$ cat config.mk
export PLATFORM = sky130hd
export DESIGN_NAME = sort_frame_ctrl
export DESIGN_NICKNAME = d
export VERILOG_FILES = /design/src/rtl/sort_pkg.sv /design/src/rtl/sort_frame_ctrl.sv
export SDC_FILE = /design/constraint.sdc
export NUM_CORES = 1
export LEC_CHECK = 0
export CAP_MARGIN = 20
export CORE_MARGIN = 2
export CORE_UTILIZATION = 29
export CTS_BUF_LIST = sky130_fd_sc_hd__clkbuf_4 sky130_fd_sc_hd__clkbuf_8
export CTS_CLUSTER_SIZE = 16
export DETAILED_ROUTE_END_ITERATION = 6
export SYNTH_ARGS = -nofsm -noshare
export SYNTH_HDL_FRONTEND = slang
export SYNTH_SLANG_ARGS = --single-unit
$ cat constraint.sdc
create_clock -name clk -period 2.53 [get_ports clk]
set_input_delay 0.506 -clock clk [delete_from_list [all_inputs] [get_ports clk]]
set_output_delay 0.506 -clock clk [all_outputs]
set_load 0.03 [all_outputs]
$ cat src/rtl/sort_pkg.sv
// Shared types and constants for the LLR sort-chain frame sequencer.
// Holds field widths (each value is the MSB index of its field), the
// candidate entry struct, the sequencer state enum and the cleared LLR value.
package sort_pkg;

  localparam int LLR_Width    = 5;
  localparam int Q_Width      = 6;
  localparam int IndexA_Width = 5;
  localparam int IndexI_Width = 5;

  typedef struct packed {
    logic [LLR_Width:0]    llr;
    logic [Q_Width:0]      q;
    logic [IndexA_Width:0] idx_a;
    logic [IndexI_Width:0] idx_i;
  } entry_t;

  typedef enum logic [2:0] {
    ST_IDLE,
    ST_CLEAR,
    ST_LOAD,
    ST_FLUSH,
    ST_DRAIN
  } state_t;

  // Value a cleared chain slot holds: worst possible LLR.
  localparam logic [LLR_Width:0] LLR_MAX = '1;

  // Counter width that stays at least one bit for degenerate counts.
  function automatic int cnt_bits(input int n);
    return (n > 1) ? $clog2(n) : 1;
  endfunction

endpackage

$ cat src/rtl/sort_frame_ctrl.sv
// Frame sequencer for the LLR insertion-sort chain: clears the chain, loads one
// candidate per cycle, waits Flush_Cycles for the chain to settle, then drains
// the Out_Num best entries.
// Ports: in_* candidate stream (valid/ready, in_last), sort_* chain controls and
// registered candidate, head_* chain head, out_* sorted stream (valid/ready,
// out_last), frame_err one-cycle pulse on frame-length mismatch.
module sort_frame_ctrl
  import sort_pkg::*;
#(
  parameter int Frame_Len    = 32,
  parameter int Out_Num      = 16,
  parameter int Flush_Cycles = 2
) (
  input  logic                    clk,
  input  logic                    reset_n,
  // candidate input stream
  input  logic                    in_valid,
  output logic                    in_ready,
  input  logic                    in_last,
  input  logic [LLR_Width:0]      in_LLR,
  input  logic [Q_Width:0]        in_Q,
  input  logic [IndexA_Width:0]   in_IndexA,
  input  logic [IndexI_Width:0]   in_IndexI,
  // sort chain control
  output logic                    sort_clear,
  output logic                    sort_en,
  output logic [LLR_Width:0]      sort_LLR,
  output logic [Q_Width:0]        sort_Q,
  output logic [IndexA_Width:0]   sort_IndexA,
  output logic [IndexI_Width:0]   sort_IndexI,
  output logic                    sort_shift,
  // sort chain head
  input  logic [LLR_Width:0]      head_LLR,
  input  logic [Q_Width:0]        head_Q,
  input  logic [IndexA_Width:0]   head_IndexA,
  input  logic [IndexI_Width:0]   head_IndexI,
  // sorted output stream
  output logic                    out_valid,
  input  logic                    out_ready,
  output logic [LLR_Width:0]      out_LLR,
  output logic [Q_Width:0]        out_Q,
  output logic [IndexA_Width:0]   out_IndexA,
  output logic [IndexI_Width:0]   out_IndexI,
  output logic                    out_last,
  output logic                    frame_err
);

  localparam int IN_W  = cnt_bits(Frame_Len);
  localparam int OUT_W = cnt_bits(Out_Num);
  localparam int FL_W  = cnt_bits(Flush_Cycles + 1);

  localparam logic [IN_W-1:0]  IN_TERM   = IN_W'(Frame_Len - 1);
  localparam logic [OUT_W-1:0] OUT_PRE   = OUT_W'(Out_Num - 2);
  localparam logic [FL_W-1:0]  FL_TERM   = FL_W'(Flush_Cycles - 1);
  localparam logic             ONE_ENTRY = (Out_Num == 1);

  state_t            state;
  logic [IN_W-1:0]   in_cnt;
  logic [OUT_W-1:0]  out_cnt;
  logic [FL_W-1:0]   fl_cnt;
  entry_t            sort_q;

  logic in_acc;
  logic cnt_term;
  logic frame_end;

  assign in_acc    = (state == ST_LOAD) && in_valid && in_ready;
  assign cnt_term  = (in_cnt == IN_TERM);
  assign frame_end = in_acc && (in_last || cnt_term);

  // The chain pops its head in the very cycle the consumer takes it, so the
  // next head is already presented on the following cycle.
  assign sort_shift = out_valid && out_ready;

  assign sort_LLR    = sort_q.llr;
  assign sort_Q      = sort_q.q;
  assign sort_IndexA = sort_q.idx_a;
  assign sort_IndexI = sort_q.idx_i;

  assign out_LLR    = head_LLR;
  assign out_Q      = head_Q;
  assign out_IndexA = head_IndexA;
  assign out_IndexI = head_IndexI;

  always_ff @(posedge clk or negedge reset_n) begin
    if (!reset_n) begin
      state      <= ST_IDLE;
      in_cnt     <= '0;
      out_cnt    <= '0;
      fl_cnt     <= '0;
      sort_q     <= '0;
      in_ready   <= 1'b0;
      sort_clear <= 1'b0;
      sort_en    <= 1'b0;
      out_valid  <= 1'b0;
      out_last   <= 1'b0;
      frame_err  <= 1'b0;
    end else begin
      // single-cycle strobes
      sort_clear <= 1'b0;
      sort_en    <= 1'b0;
      frame_err  <= 1'b0;

      case (state)
        ST_IDLE: begin
          if (in_valid) begin
            state      <= ST_CLEAR;
            sort_clear <= 1'b1;
          end
        end

        ST_CLEAR: begin
          in_cnt   <= '0;
          in_ready <= 1'b1;
          state    <= ST_LOAD;
        end

        ST_LOAD: begin
          if (in_acc) begin
            sort_q  <= '{llr: in_LLR, q: in_Q, idx_a: in_IndexA, idx_i: in_IndexI};
            sort_en <= 1'b1;
            if (frame_end) begin
              // Counter stops at its terminal value instead of wrapping.
              state     <= ST_FLUSH;
              in_ready  <= 1'b0;
              fl_cnt    <= '0;
              frame_err <= (in_last != cnt_term);
            end else begin
              in_cnt <= in_cnt + 1'b1;
            end
          end
        end

        ST_FLUSH: begin
          if (fl_cnt == FL_TERM) begin
            state     <= ST_DRAIN;
            out_valid <= 1'b1;
            out_cnt   <= '0;
            out_last  <= ONE_ENTRY;
          end else begin
            fl_cnt <= fl_cnt + 1'b1;
          end
        end

        ST_DRAIN: begin
          if (out_ready) begin
            if (out_last) begin
              out_valid <= 1'b0;
              out_last  <= 1'b0;
              out_cnt   <= '0;
              if (in_valid) begin
                state      <= ST_CLEAR;
                sort_clear <= 1'b1;
              end else begin
                state <= ST_IDLE;
              end
            end else begin
              out_cnt  <= out_cnt + 1'b1;
              // out_last is registered, so it is armed one entry early.
              out_last <= (out_cnt == OUT_PRE);
            end
          end
        end

        default: state <= ST_IDLE;
      endcase
    end
  end

endmodule

Yosys cells after proc, flatten, opt, wreduce, memory -nomap -nowiden
Cells that the tools add are included.
{"block": "word_totals", "ff_bits": 45, "output_inout_bits": 57, "elab_cells": 88}
{"block": "op_classes", "add_sub_neg": 3, "eq_ne": 16, "muxes": 39, "n_reduce_logical": 16}
{"operator": "$mux W3", "count": 6}
{"operator": "$mux W1", "count": 17}
{"operator": "$ne A2 B2 Y1 const B", "count": 8}
{"operator": "$pmux W3 S5", "count": 1}
{"operator": "$mux W4", "count": 3}
{"operator": "$mux W5", "count": 2}
{"operator": "$pmux W5 S2", "count": 1}
{"operator": "$reduce_and A3 Y1", "count": 3}
{"operator": "$pmux W1 S2", "count": 4}
{"operator": "$pmux W4 S2", "count": 1}
{"operator": "$reduce_and A4 Y1", "count": 2}
{"operator": "$eq A3 B2 Y1 const B", "count": 2}
{"operator": "$mux W2", "count": 3}
{"operator": "$reduce_and A6 Y1", "count": 1}
{"operator": "$reduce_bool A2 Y1", "count": 3}
{"operator": "$add A5 B1 Y5 const B", "count": 1}
{"operator": "$eq A5 B5 Y1 const B", "count": 1}
{"operator": "$add A4 B1 Y4 const B", "count": 1}
{"operator": "$eq A4 B4 Y1 const B", "count": 1}
{"operator": "$logic_and A1 B1 Y1", "count": 4}
{"operator": "$pmux W2 S2", "count": 1}
{"operator": "$eq A3 B1 Y1 const B", "count": 1}
{"operator": "$eq A3 B3 Y1 const B", "count": 1}
{"operator": "$logic_not A3 Y1", "count": 1}
{"operator": "5 further kinds", "count": 5}

Longest topological paths before layout
Gate-level depths: netlist of the first run.
{"block": "logic_depth", "word_depth": 7, "depth_mapped": 8}

Least setup slack after synthesis of the first run
Ideal clock, no wire load.
{"block": "synth_path", "path_kind": "flip-flop to flip-flop", "from": "register in_cnt[0]", "to": "register in_cnt[0]", "setup_time_ps": 125, "t_arrival_ps": 1893, "required_ps": 2405, "slack_ps": 513, "path_stages_with_launch": 9, "n_path_buf": 0, "cell_sequence": "dfrtp_1 ha_1 and3_1 ha_1 inv_1 ha_1 nand4b_1 a211o_1 mux2_2"}
{"block": "synth_between", "elab_chain_cells": 5, "elab_cells_between_ends": 9, "classes_between": "add/sub (1); eq/ne (2); mux (3); reduce/logical (3)"}
{"item": "from (decl)", "line_no": "sort_frame_ctrl.sv:58", "text": "logic [IN_W-1:0] in_cnt;"}
{"item": "from (signal assigned)", "line_no": "sort_frame_ctrl.sv:129", "text": "in_cnt <= in_cnt + 1'b1;"}
{"item": "parallel branches: the longest is 5 deep, another holds $add A5 B1 Y5"}
Parallel ways; which one is timed is not known. The select of a mux whose other input is x is not followed.
A chain may end at the register's enable or synchronous reset.

Worst setup path in the final report of the first run
{"block": "layout_path", "from": "input out_ready", "to": "output sort_shift"}
{"block": "layout_between", "elab_chain_cells": 1}
{"item": "from (decl)", "line_no": "sort_frame_ctrl.sv:39", "text": "input logic out_ready,"}
{"item": "$logic_and A1 B1 Y1", "line_no": "sort_frame_ctrl.sv:73", "text": "assign sort_shift = out_valid && out_ready;"}
{"item": "to (decl)", "line_no": "sort_frame_ctrl.sv:31", "text": "output logic sort_shift,"}
Every way passes these cells.

==> flow_metrics.env, run 1 <==
export IMPL_outcome="finished, final reports clean"
export IMPL_dp_cells=323
export IMPL_ctsHoldBuffers=0
export IMPL_grt_ovfl_total=0
export IMPL_setup_violations=0
export IMPL_finalNonFillerCells=330
export IMPL_hp_class="in2async"
export IMPL_fillers=759
export IMPL_path_clk_slew_ns=0.08
export IMPL_end_kind="output pin"
export IMPL_async_reset_ff_share_pct=100
export IMPL_synthCells=187
export IMPL_crit_required_ns=2.02
export IMPL_grt_pass1_vias=1529
export IMPL_cp_start_kind="input port"
export IMPL_crit_buf_inv=2
export IMPL_seq_area_frac_synth_pct=48.3
export IMPL_num_io_pins=112
export IMPL_mostFrequentLayoutCell="clkdlybuf4s50_1"
export IMPL_clockBufferDepth=2
export IMPL_synth_area_um2=2330
export IMPL_finalCritPeriodShare_pct=89.1
export IMPL_layout_drive_gt1_share_pct=19.3
export IMPL_slew_headroom_pct=56.6
export IMPL_diodes=0
export IMPL_fin_crit_ns=2.25
export IMPL_cpMaxStageDelayCell="clkdlybuf4s50_1"
export IMPL_slew_viol_final=0
export IMPL_drc=0
export IMPL_synth_nets=248
export IMPL_grt_use_total_pct=10.4
export IMPL_row_count=32
export IMPL_synth_edf_count=0
export IMPL_max_stage_delay_ns=0.66
export IMPL_synth_area_per_cell_um2=12.5
export IMPL_critPathKind="in2out"
export IMPL_die_w_um=93.7
export IMPL_final_cell_mix="60 x clkdlybuf4s50_1, 45 x dfrtp_1, 18 x mux2_4, 9 x mux2_2, 8 x inv_1"
export IMPL_ant_nets=0
export IMPL_grt_pass1_wl_um=7290
export IMPL_routedWlPerCell_um=13.8
export IMPL_avgViaCountPerCell=4.56
export IMPL_clkLatencyLatePin_ns=0.29
export IMPL_layout_nets=289
export IMPL_drtPass1Iterations=4
export IMPL_yosysUniqueCellTypes=43
export IMPL_antenna_found_initial=0
export IMPL_powerDensity_nw_per_um2=1170
export IMPL_cts_tree="done"
export IMPL_finalClockSkew_ns=0.00560
export IMPL_place_gp_congestion=0.752
export IMPL_synth_warnings=0
export IMPL_grt_setup_unrepaired="no"
export IMPL_holdWs_ns=0.236
export IMPL_htreeDepth=2
export IMPL_post_route_util_pct=38.0
export IMPL_port_buffers=61
export IMPL_path_cells="clkdlybuf4s50_1 -> and2_1 -> clkdlybuf4s50_1"
export IMPL_dr_total_vias=1506
export IMPL_cap_violations=0
export IMPL_finalPower_uw=3460
export IMPL_cts_setup_buffers=0
export IMPL_finalSetupTns_ns=0
export IMPL_synth_flop_cell="dfrtp_1"
export IMPL_drt_iter0_drc=44
export IMPL_core_region_area_um2=7770
export IMPL_hpwl_um=3240
export IMPL_cp_data_arrival_time_ns=1.75
export IMPL_chipHeight_um=93.7
export IMPL_path_delay_family="buffers and inverters"
export IMPL_max_freq_ghz=0.443
export IMPL_ir_worst_vdd_mv=0.531
export IMPL_start_util_pct=30.0
export IMPL_p_leak_uw=0.00137
export IMPL_drt_wl_total_um=4540
export IMPL_ys_seq_elements=45
export IMPL_dieArea_um2=8770
export IMPL_clock_sinks=45
export IMPL_numCtsBuffers=5
export IMPL_clock_root_buffer="clkbuf_8"
export IMPL_grt_max_degree=29
export IMPL_final_hold_violation_count=0
export IMPL_tightest_slew_ns=0.651
export IMPL_cts_resized=0
export IMPL_cp_max_fo=2
export IMPL_area_delta_synth_final_pct=26.7
export IMPL_critPathMostFrequentCell="clkdlybuf4s50_1"
==> worst paths after layout <==
path                                start              to  slack [ns]  depth (start not counted)
setup / recovery                out_ready      sort_shift        0.28                          3
max in group asynchronous         reset_n         sort_en        1.68                          2
hold reg to reg            sort_IndexI[4]  sort_IndexI[4]        0.51                          1
hold / removal                    reset_n        state[2]        0.24                          1
setup reg to reg                in_cnt[0]       in_cnt[0]        0.36                          8
min in group clk           sort_IndexI[4]  sort_IndexI[4]        0.51                          1
==> cells in the mapped netlist, drive strengths merged (2+ instances only) <==
library cell   n  share of area (%)
a21oi          3               0.64
a22o           6                2.3
and2           3               0.81
inv            8                1.3
nand4          2               0.54
dfrtp         45                 48
nand4b         2               0.75
nor3           4               0.86
mux2          27                 16
clkbuf         3               0.48
nor2           5               0.81
o21ai          4               0.86
a21o           5                1.6
nand3b         2               0.64
nand2b         3               0.81
buf           29                9.7
and3           2               0.54
nand2          6                1.3
nand3          3               0.64
ha             6                3.2
==> power by group <==
part           leakage [uW]  total, uW  switching (uW)  internal (uW)
clock network     0.0000477        452             224            228
logic              0.000765       1780             874            908
registers          0.000557       1230             225           1000
==> stage by stage <==
step / setup slack, ns / cell area [um^2]
3_5_place_dp: 0.262 / 2860
2_1_floorplan: 0.513 / 2330
3_3_place_gp: 0.269 / 2860
5_1_grt: 0.186 / 2950
4_1_cts: 0.266 / 2950
6_report: 0.275 / 2950
==> layer usage <==
layer / track usage, % / share of wire, %
met4: 2.54 / 0.62
met1: 13.8 / 46
met2: 16.3 / 46
met3: 3.69 / 6.8
met5: 0 / 0
==> flip-flops by register name, summed over array words and instances, names as in the netlist, 2 cells and up <==
| register | flops |
|---|---|
| out_cnt | 4 |
| sort_IndexI | 6 |
| sort_Q | 7 |
| state | 3 |
| fl_cnt | 2 |
| in_cnt | 5 |
| sort_LLR | 6 |
| sort_IndexA | 6 |
==> cell type report <==
cell class	instances	area [um^2]	area share (%)
Tap cell	102	128	4.32
Sequential cell	45	1130	38.1
Inverter	8	30.0	1.02
Clock buffer	7	90.1	3.05
Multi-Input combinational cell	102	937	31.7
Timing Repair Buffer	66	643	21.8
==> cell families (layout without fill, tap and decap cells) <==
| logic type | count (synthesis) | in the layout | share of synthesized area (%) |
|---|---|---|---|
| compound gates | 26 | 26 | 8.27 |
| flops | 45 | 45 | 48.3 |
| mux | 27 | 27 | 15.9 |
| fa+ha+maj | 6 | 6 | 3.22 |
| buf+inv | 40 | 81 | 11.5 |
| simple gates | 43 | 43 | 12.8 |
Power figures use the tool's default switching activity.
==> inputs of run 2 (changes only) <==
- CORE_ASPECT_RATIO: not set -> 0.9
==> run 2 against run 1 <==
  * Clock skew is 0.0011 ns lower
  * Wire length shrank 2.5%
  * Combinational power about the same
  * Sequential power about the same
  * Register-to-register slack got worse by 0.05 ns
  * Cell area increased by 0.51%
  * Via count rose by 1.1%
  * Non-clock buffer count fell by 1
  * Hold slack lost 0.032 ns
  * Highest routed layer unchanged
==> flow_metrics.env, run 2 (same netlist as run 1, synthesis figures left out) <==
export IMPL_max_freq_ghz=0.443
export IMPL_final_hold_violation_count=0
export IMPL_finalCritPeriodShare_pct=89.3
export IMPL_avgViaCountPerCell=4.67
export IMPL_start_util_pct=29.5
export IMPL_path_delay_family="buffers and inverters"
export IMPL_chipHeight_um=89.1
export IMPL_switching_share_pct=37.6
export IMPL_grt_ovfl_total=0
export IMPL_grt_setup_unrepaired="no"
export IMPL_antenna_found_initial=0
export IMPL_cts_resized=0
export IMPL_cp_max_fo=2
export IMPL_place_gp_congestion=0.761
export IMPL_seq_power_share_pct=34.6
export IMPL_drt_wl_total_um=4430
export IMPL_dr_total_vias=1522
export IMPL_final_cell_mix="60 x clkdlybuf4s50_1, 45 x dfrtp_1, 18 x mux2_4, 9 x mux2_2, 8 x inv_1"
export IMPL_crit_required_ns=2.02
export IMPL_tightest_slew_ns=0.570
export IMPL_p_int_uw=2200
export IMPL_clkLatencyLatePin_ns=0.29
export IMPL_path_clk_slew_ns=0.08
export IMPL_cts_setup_buffers=0
export IMPL_dieArea_um2=8770
export IMPL_fin_crit_ns=2.26
export IMPL_numCtsBuffers=5
export IMPL_preCtsSetupSlack_ns=0.270
export IMPL_grt_max_degree=28
export IMPL_layout_drive_gt1_share_pct=18.9
export IMPL_clock_root_buffer="clkbuf_8"
export IMPL_cts_tree="done"
export IMPL_finalSetupTns_ns=0
export IMPL_finalClockSkew_ns=0.00449
export IMPL_setup_violations=0
export IMPL_ctsHoldBuffers=0
export IMPL_slew_viol_final=0
export IMPL_routedWlPerCell_um=13.6
export IMPL_row_count=31
export IMPL_htreeDepth=2
export IMPL_grt_use_total_pct=10.3
export IMPL_port_buffers=61
export IMPL_holdWs_ns=0.204
export IMPL_area_delta_synth_final_pct=27.4
export IMPL_drtPass1Iterations=4
export IMPL_cp_data_arrival_time_ns=1.75
export IMPL_powerDensity_nw_per_um2=1190
export IMPL_grt_pass1_vias=1502
export IMPL_die_w_um=98.5
export IMPL_clockBufferDepth=2
export IMPL_ir_worst_vdd_mv=0.553
export IMPL_p_leak_uw=0.00138
export IMPL_critPathKind="in2out"
export IMPL_hpwl_um=3110
export IMPL_critPathMostFrequentCell="clkdlybuf4s50_1"
export IMPL_layout_nets=288
export IMPL_max_stage_delay_ns=0.66
export IMPL_p_comb_share_pct=50.5
export IMPL_slew_headroom_pct=62.0
export IMPL_ant_nets=0
export IMPL_power_switching_uw=1330
export IMPL_layout_setup_ws_ns=0.270
export IMPL_hp_class="in2async"
export IMPL_cpMaxStageDelayCell="clkdlybuf4s50_1"
export IMPL_drt_iter0_drc=22
export IMPL_clock_sinks=45
export IMPL_path_cells="clkdlybuf4s50_1 -> and2_1 -> clkdlybuf4s50_1"
export IMPL_core_region_area_um2=7910
export IMPL_outcome="finished, final reports clean"
export IMPL_cp_start_kind="input port"
export IMPL_cap_violations=0
export IMPL_drc=0
export IMPL_finalNonFillerCells=326
export IMPL_largest_reg_flops=7
export IMPL_grt_pass1_wl_um=7340
export IMPL_dp_cells=319
export IMPL_crit_buf_inv=2
export IMPL_pwr_share_clk_pct=14.9
export IMPL_mostFrequentLayoutCell="clkdlybuf4s50_1"
export IMPL_end_kind="output pin"
export IMPL_diodes=0
export IMPL_num_io_pins=112
run 2: worst paths after layout:
check	from	to	slack, ns	cells after the start
max in group asynchronous	reset_n	in_cnt[4]	1.81	2
hold / removal	reset_n	sort_clear	0.20	1
setup reg to reg	in_cnt[0]	in_cnt[0]	0.31	8
hold reg to reg	sort_Q[0]	sort_Q[0]	0.51	1
setup / recovery	out_ready	sort_shift	0.27	3
min in group clk	sort_Q[0]	sort_Q[0]	0.51	1
run 2: routing by layer:
metal | track usage, % | part of all wire [%] | vias up
li1 | - | - | 720
met1 | 13.8 | 47 | 744
met2 | 15.9 | 45 | 53
met3 | 3.91 | 7.7 | 5
met4 | 2.74 | 0.54 | 0
met5 | 0 | 0 | -
run 2: cell type report:
type | count | area, um^2
clock buffers | 5 | 68.8
inverters | 8 | 30.0
repair buffers | 65 | 648
well taps | 99 | 124
flip-flops and latches | 45 | 1130
multi-input cells | 102 | 937
fillers | 790 | 4940
clock inverters | 2 | 35.0
run 2: through the flow:
| stage | area [um^2] | util (%) | total power (uW) |
|---|---|---|---|
| 2_1_floorplan | 2330 | - | 2450 |
| 3_3_place_gp | 2870 | 36.2 | 3010 |
| 3_5_place_dp | 2870 | 36.2 | 3030 |
| 4_1_cts | 2970 | 37.5 | 3580 |
| 5_1_grt | 2970 | 37.5 | 3750 |
| 6_report | 2970 | 37.5 | 3530 |
run 2: worst reg2reg max path, stage by stage, from the launching register on:
cell,delay [ns]
dfrtp_1,0.41
ha_1,0.23
and3_1,0.19
ha_1,0.17
inv_1,0.05
ha_1,0.24
nand4b_1,0.16
a211o_1,0.37
mux2_2,0.28
run 2: power groups by stage:
stage / registers, uW / logic [uW] / clock network [uW]
CTS: 1220 / 1800 / 549
detailed placement: 1230 / 1800 / 0
global placement: 1220 / 1780 / 0
global route: 1270 / 1900 / 581
floorplan: 1630 / 817 / 0
finish: 1220 / 1780 / 525
==> inputs of run 3 (changes only) <==
- CORE_ASPECT_RATIO: 0.9 -> 1.4
==> run 3 against run 2 <==
  * Combinational power is essentially flat
  * Power up 1.6%
  * Final cell count grew 0.92%
  * Clock power rose by 8.4%
  * Fmax grew 0.42%
  * Count of clock-buffer cells in the layout is 2 higher
  * Non-clock buffer count is 1 higher
  * Hold slack worse by 0.011 ns
  * Critical path type unchanged
  * Highest routed layer unchanged
==> flow_metrics.env, run 3 (same netlist as run 1, synthesis figures left out) <==
export IMPL_outcome="finished, final reports clean"
export IMPL_wl_met3_um=258
export IMPL_grt_pass1_wl_um=7560
export IMPL_grt_pass1_vias=1603
export IMPL_power_switching_uw=1340
export IMPL_place_gp_congestion=0.731
export IMPL_max_freq_ghz=0.444
export IMPL_critPathKind="in2out"
export IMPL_cp_data_arrival_time_ns=1.74
export IMPL_crit_buf_inv=2
export IMPL_avgViaCountPerCell=4.72
export IMPL_clock_sinks=45
export IMPL_p_leak_uw=0.00139
export IMPL_ant_nets=0
export IMPL_cp_max_fo=2
export IMPL_finalPower_uw=3590
export IMPL_ir_worst_vdd_mv=0.462
export IMPL_layout_nets=289
export IMPL_chipHeight_um=110
export IMPL_p_int_uw=2250
export IMPL_slew_headroom_pct=62.5
export IMPL_post_route_util_pct=38.4
export IMPL_hpwl_um=3200
export IMPL_clkLatencyLatePin_ns=0.29
export IMPL_row_count=38
export IMPL_end_kind="output pin"
export IMPL_core_region_area_um2=7800
export IMPL_p_comb_share_pct=50.1
export IMPL_htreeDepth=2
export IMPL_crit_required_ns=2.02
export IMPL_area_delta_synth_final_pct=28.4
export IMPL_diodes=0
export IMPL_seq_power_share_pct=34.1
export IMPL_pwr_share_clk_pct=15.8
export IMPL_dpl_cell_area_um2=2870
export IMPL_max_stage_delay_ns=0.66
export IMPL_clockBufferDepth=2
export IMPL_switching_share_pct=37.3
export IMPL_largest_reg_flops=7
export IMPL_fillers=793
export IMPL_met1Wirelength_um=1960
export IMPL_mostFrequentLayoutCell="clkdlybuf4s50_1"
export IMPL_cts_setup_buffers=0
export IMPL_dr_total_vias=1553
export IMPL_slew_viol_final=0
export IMPL_path_clk_slew_ns=0.09
export IMPL_critPathMostFrequentCell="clkdlybuf4s50_1"
export IMPL_cts_tree="done"
export IMPL_route_met2_wl_um=2250
export IMPL_start_util_pct=29.9
export IMPL_die_w_um=79.8
export IMPL_path_delay_family="buffers and inverters"
export IMPL_antenna_found_initial=0
export IMPL_cts_resized=0
export IMPL_tightest_slew_ns=0.563
export IMPL_drc=0
export IMPL_clock_root_buffer="clkbuf_8"
export IMPL_grt_ovfl_total=0
export IMPL_grt_use_total_pct=10.9
export IMPL_path_cells="clkdlybuf4s50_1 -> and2_1 -> clkdlybuf4s50_1"
export IMPL_drt_wl_total_um=4540
export IMPL_routedWlPerCell_um=13.8
export IMPL_stdcell_area_um2=2990
export IMPL_layout_drive_gt1_share_pct=19.7
export IMPL_drt_iter0_drc=49
export IMPL_cap_violations=0
export IMPL_fin_crit_ns=2.25
export IMPL_r2r_cells=8
export IMPL_final_cell_mix="60 x clkdlybuf4s50_1, 45 x dfrtp_1, 18 x mux2_4, 9 x mux2_2, 8 x inv_1"
export IMPL_grt_setup_unrepaired="no"
export IMPL_grt_max_degree=28
export IMPL_cp_start_kind="input port"
export IMPL_finalCritPeriodShare_pct=88.9
export IMPL_cp_depth=3
export IMPL_drtPass1Iterations=4
export IMPL_dieArea_um2=8780
export IMPL_num_io_pins=112
export IMPL_final_hold_violation_count=0
export IMPL_holdWs_ns=0.193
export IMPL_cpMaxStageDelayCell="clkdlybuf4s50_1"
export IMPL_ctsHoldBuffers=0
export IMPL_finalClockSkew_ns=0.0142
export IMPL_port_buffers=61
export IMPL_hp_class="in2async"
export IMPL_highest_layer="met4"
export IMPL_finalSetupTns_ns=0
export IMPL_powerDensity_nw_per_um2=1200
export IMPL_numCtsBuffers=5
export IMPL_setup_violations=0
run 3: cell count changes in the layout (fill, tap and decap cells not counted), sizes merged:
| cell | before | now |
|---|---|---|
| buf | 5 | 6 |
| clkbuf | 5 | 7 |
| clkinv | 1 | 0 |
run 3: per-stage QoR:
stage          std cells  setup WS, ns
6_report             329         0.280
5_1_grt              329         0.230
4_1_cts              329         0.273
3_5_place_dp         321         0.273
3_3_place_gp         321         0.273
2_1_floorplan        187         0.513
run 3: final timing paths:
path                                start         end  slack, ns
worst max-delay path            out_ready  sort_shift       0.28
max in group asynchronous         reset_n   sort_Q[2]       1.81
worst min-delay path              reset_n   out_valid       0.19
worst max register to register  in_cnt[0]   in_cnt[0]       0.35
min in group clk                out_valid   out_valid       0.51
worst min register to register  out_valid   out_valid       0.51
run 3: final cells by class:
cell class                 count  area (um^2)  area share (%)
inverter                       8         30.0            1.00
clock buffer                   7         90.1            3.01
sequential                    45         1130            37.6
clock inverter                 1         30.0            1.00
tap                          100          125            4.18
multi-input combinational    102          937            31.3
timing repair buffer          66          656            21.9
run 3: routing by layer:
metal | global-route usage (%) | vias up
met3 | 2.93 | 13
met1 | 13.6 | 769
met4 | 3.87 | 0
met5 | 0 | -
met2 | 18.1 | 51
li1 | - | 720
run 3: power groups by stage:
stage / sequential (uW) / clock (uW) / combinational (uW)
floorplan: 1630 / 0 / 817
global placement: 1230 / 0 / 1780
detailed placement: 1230 / 0 / 1810
CTS: 1230 / 596 / 1810
global route: 1270 / 623 / 1920
finish: 1220 / 569 / 1800
